==> config.mk <==
export PLATFORM = sky130hd
export DESIGN_NAME = gpio_port_out_flat
export DESIGN_NICKNAME = d
export VERILOG_FILES = /design/src/rtl/gpio_port_out_if.sv /design/src/rtl/gpio_port_out.sv /design/src/flat_wrapper.sv
export SDC_FILE = /design/constraint.sdc
export NUM_CORES = 1
export LEC_CHECK = 0
export BUFFER_PORTS_ARGS = -buffer_cell sky130_fd_sc_hd__buf_2
export CAP_MARGIN = 20
export CORE_ASPECT_RATIO = 1.2
export CORE_MARGIN = 2
export CORE_UTILIZATION = 30
export CTS_CLUSTER_DIAMETER = 100
export DETAILED_ROUTE_END_ITERATION = 7
export GPL_TIMING_DRIVEN = 0
export SLEW_MARGIN = 10
export SYNTH_ARGS = -nofsm -noshare
export SYNTH_HDL_FRONTEND = slang
export SYNTH_SLANG_ARGS = --single-unit
==> constraint.sdc <==
create_clock -name clk -period 1.9 [get_ports clk]
set_input_delay 0.19 -clock clk [delete_from_list [all_inputs] [get_ports clk]]
set_output_delay 0.19 -clock clk [all_outputs]
set_load 0.01 [all_outputs]
==> src/rtl/gpio_port_out_if.sv <==
// I/O-space bus between the core and one GPIO port's register block.
// Read data and its bus-drive enable are combinational from the slave; writes take effect on the clock edge.
// There is no backpressure: every strobe is accepted in the cycle it is presented.
interface gpio_port_out_if;
  logic [5:0] io_addr;
  logic       io_wr_en;
  logic       io_rd_en;
  logic [7:0] io_dbus_in;
  logic [7:0] io_dbus_out;
  logic       io_out_en;

  modport master (
    output io_addr, io_wr_en, io_rd_en, io_dbus_in,
    input  io_dbus_out, io_out_en
  );

  modport slave (
    input  io_addr, io_wr_en, io_rd_en, io_dbus_in,
    output io_dbus_out, io_out_en
  );
endinterface

==> src/rtl/gpio_port_out.sv <==
// GPIO port output side: DDRx/PORTx registers, PINx write-1-toggle, alternate-function pad mux, pull-up control.
// Latency: reg write->pads 1 clk, pud/alt->pads comb; with GPIO_OUT_REG_EN defined, 2 clk and 1 clk respectively.
// No backpressure: I/O reads are combinational and writes are always accepted on the strobe edge.
module gpio_port_out #(
  parameter int         p_width     = 8,
  parameter logic [5:0] p_pin_addr  = 6'h03,
  parameter logic [5:0] p_ddr_addr  = 6'h04,
  parameter logic [5:0] p_port_addr = 6'h05
) (
  input  logic               clk,
  input  logic               nrst,
  gpio_port_out_if.slave     io,
  input  logic [p_width-1:0] pin_sync,
  input  logic               pud,
  input  logic [p_width-1:0] alt_en,
  input  logic [p_width-1:0] alt_out,
  input  logic [p_width-1:0] alt_oe,
  output logic [p_width-1:0] pad_out,
  output logic [p_width-1:0] pad_oe,
  output logic [p_width-1:0] pad_pue
);

  logic [p_width-1:0] ddr_q, ddr_d;
  logic [p_width-1:0] port_q, port_d;
  logic [p_width-1:0] wr_dat;
  logic               hit_pin, hit_ddr, hit_port;
  logic               rd_hit;
  logic [7:0]         rd_dat;
  logic [p_width-1:0] mux_out, mux_oe, mux_pue;

  assign hit_pin  = (io.io_addr == p_pin_addr);
  assign hit_ddr  = (io.io_addr == p_ddr_addr);
  assign hit_port = (io.io_addr == p_port_addr);
  // Bus bits above the port width are simply dropped.
  assign wr_dat   = io.io_dbus_in[p_width-1:0];

  // Next register values: direct loads for DDR/PORT, write-1-toggle of PORT via PIN.
  always_comb begin
    ddr_d  = ddr_q;
    port_d = port_q;
    if (io.io_wr_en) begin
      if (hit_ddr) begin
        ddr_d = wr_dat;
      end
      if (hit_port) begin
        port_d = wr_dat;
      end else if (hit_pin) begin
        port_d = port_q ^ wr_dat;
      end
    end
  end

  // Register state; reset wins over a write on the same edge.
  always_ff @(posedge clk) begin
    if (!nrst) begin
      ddr_q  <= '0;
      port_q <= '0;
    end else begin
      ddr_q  <= ddr_d;
      port_q <= port_d;
    end
  end

  // Combinational readback; a same-cycle write is not yet visible here.
  always_comb begin
    rd_dat = '0;
    rd_hit = io.io_rd_en & (hit_pin | hit_ddr | hit_port);
    if (rd_hit) begin
      if (hit_pin) begin
        rd_dat[p_width-1:0] = pin_sync;
      end else if (hit_ddr) begin
        rd_dat[p_width-1:0] = ddr_q;
      end else begin
        rd_dat[p_width-1:0] = port_q;
      end
    end
  end

  assign io.io_dbus_out = rd_dat;
  assign io.io_out_en   = rd_hit;

  // Per-bit pad mux: alternate function overrides PORT/DDR; pull-up only on undriven pins with PORT=1.
  always_comb begin
    mux_out = (alt_en & alt_out) | (~alt_en & port_q);
    mux_oe  = (alt_en & alt_oe)  | (~alt_en & ddr_q);
    mux_pue = ~mux_oe & port_q & {p_width{~pud}};
  end

`ifdef GPIO_OUT_REG_EN
  logic [p_width-1:0] pad_out_q, pad_out_d;
  logic [p_width-1:0] pad_oe_q, pad_oe_d;
  logic [p_width-1:0] pad_pue_q, pad_pue_d;

  // Retime the mux result so the pads only change on clock edges.
  always_comb begin
    pad_out_d = mux_out;
    pad_oe_d  = mux_oe;
    pad_pue_d = mux_pue;
  end

  // Pad output flops, cleared by reset.
  always_ff @(posedge clk) begin
    if (!nrst) begin
      pad_out_q <= '0;
      pad_oe_q  <= '0;
      pad_pue_q <= '0;
    end else begin
      pad_out_q <= pad_out_d;
      pad_oe_q  <= pad_oe_d;
      pad_pue_q <= pad_pue_d;
    end
  end

  assign pad_out = pad_out_q;
  assign pad_oe  = pad_oe_q;
  assign pad_pue = pad_pue_q;
`else
  assign pad_out = mux_out;
  assign pad_oe  = mux_oe;
  assign pad_pue = mux_pue;
`endif

endmodule

==> src/flat_wrapper.sv <==
// flat-port wrapper written by rule: the top's interface ports become plain ports
module gpio_port_out_flat 
#(
  parameter int         p_width     = 8,
  parameter logic [5:0] p_pin_addr  = 6'h03,
  parameter logic [5:0] p_ddr_addr  = 6'h04,
  parameter logic [5:0] p_port_addr = 6'h05
)
  (clk, nrst, pin_sync, pud, alt_en, alt_out, alt_oe, pad_out, pad_oe, pad_pue, io_io_addr, io_io_wr_en, io_io_rd_en, io_io_dbus_in, io_io_dbus_out, io_io_out_en);
  gpio_port_out_if io_i ();
  input  logic clk;
  input  logic nrst;
  input  logic [p_width-1:0] pin_sync;
  input  logic pud;
  input  logic [p_width-1:0] alt_en;
  input  logic [p_width-1:0] alt_out;
  input  logic [p_width-1:0] alt_oe;
  output logic [p_width-1:0] pad_out;
  output logic [p_width-1:0] pad_oe;
  output logic [p_width-1:0] pad_pue;
  input wire logic [$bits(io_i.io_addr)-1:0] io_io_addr;
  input wire logic [$bits(io_i.io_wr_en)-1:0] io_io_wr_en;
  input wire logic [$bits(io_i.io_rd_en)-1:0] io_io_rd_en;
  input wire logic [$bits(io_i.io_dbus_in)-1:0] io_io_dbus_in;
  output wire logic [$bits(io_i.io_dbus_out)-1:0] io_io_dbus_out;
  output wire logic [$bits(io_i.io_out_en)-1:0] io_io_out_en;
  assign io_i.io_addr = io_io_addr;
  assign io_i.io_wr_en = io_io_wr_en;
  assign io_i.io_rd_en = io_io_rd_en;
  assign io_i.io_dbus_in = io_io_dbus_in;
  assign io_io_dbus_out = io_i.io_dbus_out;
  assign io_io_out_en = io_i.io_out_en;
  gpio_port_out #(.p_width(p_width), .p_pin_addr(p_pin_addr), .p_ddr_addr(p_ddr_addr), .p_port_addr(p_port_addr)) u_core (.clk(clk), .nrst(nrst), .io(io_i), .pin_sync(pin_sync), .pud(pud), .alt_en(alt_en), .alt_out(alt_out), .alt_oe(alt_oe), .pad_out(pad_out), .pad_oe(pad_oe), .pad_pue(pad_pue));
endmodule
==> results of run 1 <==
-- cell type report --
| cell class | count | area [sq um] | area share (%) |
|---|---|---|---|
| clock buffers | 3 | 41.29 | 2.372 |
| multi-input cells | 115 | 849.6 | 48.81 |
| flip-flops and latches | 16 | 320.3 | 18.40 |
| inverters | 2 | 7.507 | 0.4313 |
| well taps | 54 | 67.56 | 3.882 |
| plain buffers | 7 | 43.79 | 2.516 |
| repair buffers | 82 | 410.4 | 23.58 |
-- worst register-to-register path, cell delays in order, from the launching register on --
cell	delay, ps
dfxtp_1	420
o21ai_0	110
a31oi_1	170
-- where the power goes --
group | internal, mW | switching, mW
clock | 0.140 | 0.112
combinational | 0.0822 | 0.0778
sequential | 0.337 | 0.00213
total | 0.560 | 0.192
-- routing by layer --
layer	GRT usage [%]	share of wire (%)	vias to the layer above
met5	0	0	-
met4	4.444	0.62	0
met3	3.982	7.2	2
met2	28.02	48	57
met1	19.41	44	630
li1	-	-	696
-- metrics by stage --
stage	area (sq um)	power (mW)	setup WS, ps	utilization [%]
4_1_cts	1740	0.7569	161.8	44.51
6_report	1740	0.7523	164.4	44.51
2_1_floorplan	1221	0.4170	437.1	-
3_3_place_gp	1699	0.5069	168.9	43.46
3_5_place_dp	1699	0.5083	166.2	43.46
5_1_grt	1740	0.7927	73.36	44.51
-- registers in the layout, summed over array words and instances, names as in the netlist --
name	cells
u_core.port_q	8
u_core.ddr_q	8
-- synth_stat cells --
cell type  number
nand3_1         8
clkbuf_1        1
inv_1           2
buf_4           2
mux2_2         16
nand4b_1        1
buf_2           2
a211oi_1        8
dfxtp_1        16
o2111ai_2       1
buf_1           1
nor3b_1         8
a21o_1          1
and3_1          1
o21ai_0         6
mux2i_1        16
a31oi_1         8
nor2b_2         1
o21ai_1         2
buf_6           1
nand3_2         2
nand3b_1        9
nor2_1         24
nor2b_1         1
nor3_4          1
o2111a_2        1
-- worst max path at each step --
| stage | from | slack [ps] | endpoint | cells after the start |
|---|---|---|---|---|
| 6_report | io_io_addr[3] | 160 | io_io_dbus_out[1] | 7 |
| 5_1_grt | io_io_addr[3] | 70 | io_io_dbus_out[1] | 7 |
| 4_1_cts | io_io_addr[3] | 160 | io_io_dbus_out[1] | 7 |
| 3_5_place_dp | io_io_addr[3] | 170 | io_io_dbus_out[1] | 7 |
| 3_3_place_gp | io_io_addr[3] | 170 | io_io_dbus_out[4] | 7 |
| 2_1_floorplan | io_io_addr[3] | 440 | io_io_dbus_out[0] | 5 |
-- cell families (layout without fill, tap and decap cells) --
kind of cell | Yosys count | after routing | share of synthesized area [%]
AND/OR/NAND/NOR | 56 | 56 | 26.54
AO/OA/AOI/OAI | 27 | 27 | 15.16
multiplexers | 32 | 32 | 27.87
buffers and inverters | 9 | 94 | 4.200
flip-flops | 16 | 16 | 26.23
==> flow_summary_export.csv, run 1 <==
group,metric,value,unit
run_status,status,"completed",
sta,hold_viol,0,
detailed_routing,viasPerCell,4.964,
placement,dp_cells,276,
power,vdd.ir_drop.worst,0.1774,mV
clock_network,cts_resized,0,
sta,relSlewSlack,66.13,%
job,drv_cap,0,
placement,port_buffers,82,
placement,place.detailed.hpwl,2872,um
detailed_routing,wl,3725,um
die,start_util,31.23,%
final_layout,layout.nets,278,
sta,setup_viol,0,
sta,finClkSkew,0,ps
final_layout,instances_no_fill,279,
critical_path,cpMostUsedCell,"buf_2",
logic_synthesis,ys_seq_area_share,26.23,%
sta,min_period_over_period,91.35,%
sta,finalSetupTns,0,ps
critical_path,r2r_slack,1130,ps
sta,grt_setup_unrepaired,"false",
critical_path,cp-end-kind,"primary output",
detailed_routing,ant_nets,0,
global_route,grt_max_degree,11,
clock_network,path_clk_slew,60,ps
die,io_pins,84,
detailed_routing,routedWlPerCell,13.35,um
logic_synthesis,synth_cell_types,26,
critical_path,cp_top_family,"buffers and inverters",
logic_synthesis,syn-num-nets,191,
final_layout,nFillCells,407,
global_route,grtUsageTotal,15.90,%
critical_path,start_kind,"primary input",
final_layout,final_cell_mix,"buf_2 (84), nor2_1 (24), mux2_2 (16), mux2i_1 (16), dfxtp_1 (16)",
detailed_routing,dr.pass1.iters,4,
placement,place.gp.congestion,0.7994,
clock_network,post_cts_buffers,0,
global_route,grt_pass1_vias,1210,
critical_path,path_class,"in -> out",
critical_path,critPathRequiredTime,1710,ps
clock_network,clock_path_buffers,2,
logic_synthesis,yosysTopAreaCell,"dfxtp_1",
critical_path,slowest_stage,"nor3_4",
critical_path,crit_buf_inv,3,
die,die_y,73.89,um
logic_synthesis,syn_inst,140,
die,die_w,62.24,um
final_layout,drive_gt1_share,49.78,%
sta,drv_slew,0,
clock_network,cts_sinks,16,
min_path,hp-start,"io_io_dbus_in[6]",
sta,tightest_slew,508.1,ps
clock_network,postCtsHoldBufs,0,
logic_synthesis,synthTopCellsByArea,"dfxtp_1 (26%), mux2_2 (15%), mux2i_1 (13%)",
clock_network,root_buffer,"clkbuf_8",
clock_network,cts_tree,"done",
sta,period_minus_slack,1736,ps
die,die_area,4599,sq um
logic_synthesis,synth_warnings,0,
logic_synthesis,synth_seq_cells,16,
global_route,antenna_found_initial,0,
clock_network,cts_max_level,1,
logic_synthesis,synth_area,1221,sq um
sta,fmax,0.5762,GHz
logic_synthesis,yosysTopAreaCellShare,26.23,%
min_path,min_to,"u_core.ddr_q[6]$_SDFFE_PN0P_",
die,core,3910,sq um
final_layout,areaGrowthSynthToFinish,42.52,%
logic_synthesis,avgSynthCellArea,8.723,sq um
global_route,grt_overflow,0,
critical_path,worstPathMaxFanout,8,
critical_path,r2r_cells,2,
sta,hold_ws,224.8,ps
critical_path,critPathMaxStageDelay,330,ps
critical_path,arrival,1550,ps
min_path,whs_path_depth,3,
die,num_rows,25,
final_layout,layout_commonest_cell,"buf_2",
critical_path,crit_chain,"buf_2, nor3_4, nand3b_1, buf_2, mux2i_1, a211oi_1, buf_2",
power,power_density,432.2,nW/um^2
power,p_leak,0.8960,nW
clock_network,clk_latency,250,ps
min_path,hold_path.class,"in -> reg",
clock_network,cts_buffers,3,
global_route,grt_pass1_wl,5816,um
critical_path,r2r_start,"u_core.port_q[0]$_SDFFE_PN0P_",
detailed_routing,drt_iter0_markers,44,
detailed_routing,vias,1385,
final_layout,antenna-diode-count,0,
critical_path,worstReg2RegEnd,"u_core.port_q[0]$_SDFFE_PN0P_",
detailed_routing,drc,0,
Power figures use the tool's default switching activity.
==> run 2, diff against run 1 <==
--- a/config.mk
+++ b/config.mk
@@ -5,6 +5,7 @@
 export SDC_FILE = /design/constraint.sdc
 export NUM_CORES = 1
 export LEC_CHECK = 0
+export ABC_AREA = 1
 export BUFFER_PORTS_ARGS = -buffer_cell sky130_fd_sc_hd__buf_2
 export CAP_MARGIN = 20
 export CORE_ASPECT_RATIO = 1.2
==> flow_summary_export.csv, run 2 <==
group,metric,value,unit
run_status,status,"completed",
detailed_routing,ant_nets,0,
die,core,4561,sq um
logic_synthesis,yosysTopAreaCellShare,22.84,%
sta,setup_viol,0,
clock_network,cts_max_level,1,
logic_synthesis,synthTopCellsByArea,"dfxtp_1 (23%), nand2_1 (16%), nor2_1 (12%)",
final_layout,antenna-diode-count,0,
sta,hold_ws,226.5,ps
sta,min_period_over_period,90.54,%
critical_path,worstPathMaxFanout,10,
detailed_routing,routedWlPerCell,11.60,um
clock_network,cts_sinks,16,
critical_path,path_class,"in -> out",
logic_synthesis,synth_seq_cells,16,
final_layout,layout_commonest_cell,"buf_2",
sta,finalSetupTns,0,ps
sta,hold_viol,0,
sta,relSlewSlack,66.22,%
final_layout,finish.utilization,42.22,%
min_path,hold_path.class,"in -> reg",
sta,fmax,0.5813,GHz
global_route,grtUsageTotal,17.77,%
detailed_routing,wl,4441,um
logic_synthesis,synth_cell_types,23,
power,total_power,792.7,uW
logic_synthesis,synth_warnings,0,
sta,finClkSkew,0,ps
logic_synthesis,synth-edff-count,0,
logic_synthesis,avgSynthCellArea,5.820,sq um
detailed_routing,drt_iter0_markers,47,
detailed_routing,dr.pass1.iters,4,
global_route,grt_max_degree,11,
power,vdd.ir_drop.worst,0.2257,mV
job,drv_cap,0,
global_route,grt_pass1_vias,1553,
critical_path,critPathRequiredTime,1710,ps
critical_path,cp-end-kind,"primary output",
clock_network,root_buffer,"clkbuf_8",
sta,drv_slew,0,
logic_synthesis,yosysTopAreaCell,"dfxtp_1",
logic_synthesis,synth_most_common_cell,"nand2_1",
logic_synthesis,syn_inst,241,
global_route,grt_overflow,0,
final_layout,regArea,320.3,sq um
global_route,antenna_found_initial,0,
final_layout,nFillCells,531,
logic_synthesis,synth-async-reset-ratio,0,%
logic_synthesis,synthTopCellsByCount,"nand2_1 (59), nor2_1 (43), o21ai_0 (30)",
critical_path,start_kind,"primary input",
power,p_leak,1.081,nW
logic_synthesis,syn-num-nets,292,
global_route,grt_pass1_wl,7210,um
die,start_util,30.75,%
logic_synthesis,synth_area,1403,sq um
die,io_pins,84,
clock_network,path_clk_slew,70,ps
placement,dp_cells,380,
logic_synthesis,ys.flop_type,"dfxtp_1",
placement,port_buffers,81,
logic_synthesis,ys_seq_area_share,22.84,%
detailed_routing,viasPerCell,4.467,
clock_network,cts_tree,"done",
clock_network,clock_path_buffers,2,
placement,place.gp.congestion,0.7732,
detailed_routing,vias,1711,
sta,grt_setup_unrepaired,"false",
clock_network,clk_latency,240,ps
final_layout,reg.largest.list,"u_core.ddr_q x8, u_core.port_q x8",
final_layout,drive_gt1_share,31.69,%
clock_network,cts_buffers,3,
placement,place.detailed.hpwl,3354,um
die,num_rows,27,
final_layout,instances_no_fill,383,
critical_path,arrival,1530,ps
die,die_w,66.42,um
detailed_routing,drc,0,
power,power_density,411.7,nW/um^2
final_layout,areaGrowthSynthToFinish,37.29,%
final_layout,layout.nets,378,
die,die_area,5241,sq um
final_layout,final_cell_mix,"buf_2 (82), nand2_1 (58), nor2_1 (43), o21ai_0 (30), inv_1 (29)",
sta,period_minus_slack,1720,ps
clock_network,post_cts_buffers,0,
final_layout,multiInputGateArea,918.4,sq um
sta,tightest_slew,506.8,ps
die,die_y,78.90,um
## run 2: metrics by stage
step	cell area [sq um]	worst slack, ps
detailed placement	1881	105.7
finish	1926	179.8
floorplan	1403	615.6
global route	1926	80.11
global placement	1881	91.35
CTS	1922	91.14
## run 2: worst paths after layout
check                                      from                            end  slack (ps)  cells after the start
setup reg to reg  u_core.port_q[2]$_SDFFE_PN0P_  u_core.port_q[2]$_SDFFE_PN0P_        1060                      5
hold / removal                 io_io_dbus_in[3]   u_core.ddr_q[3]$_SDFFE_PN0P_         230                      3
setup / recovery                  io_io_addr[5]              io_io_dbus_out[2]         180                      7
hold reg to reg    u_core.ddr_q[2]$_SDFFE_PN0P_   u_core.ddr_q[2]$_SDFFE_PN0P_         520                      2
## run 2: logic make-up after synthesis
logic type	after synthesis	synth area share [%]
flops	16	22.84
simple gates	138	44.07
compound gates	41	16.24
buf+inv	38	11.86
xor+xnor	8	4.996
## run 2: per-layer routing
metal | global-route usage, % | vias up | share of wire [%]
met3 | 1.983 | 4 | 5.9
met4 | 4.898 | 0 | 1.1
met5 | 0 | - | 0
met2 | 30.40 | 55 | 48
li1 | - | 932 | -
met1 | 23.34 | 720 | 45
## run 2: worst max-delay path, stage by stage
cell	delay [ps]
buf_2	110
nor2_2	190
nand3_2	280
clkbuf_2	300
o211ai_1	230
nor2_1	80
buf_2	140
## run 2: where the power goes
group / internal, mW / switching (mW) / total (mW)
logic: 0.0823 / 0.111 / 0.194
registers: 0.339 / 0.00284 / 0.342
clock network: 0.140 / 0.117 / 0.257
## run 2: timing repair
item / 4_1_cts / 5_1_grt
gates resized for setup: 0 / 3
endpoints found under the setup margin: 0 / 1
hold buffers: 0 / 0
## run 2: final cells by class
cell class                 count  share of cell area, %
buffer                         7                  2.664
clock buffer                   3                  2.144
inverter                      31                  6.043
multi-input combinational    187                  47.69
sequential                    16                  16.63
tap                           58                  3.769
timing repair buffer          81                  21.05
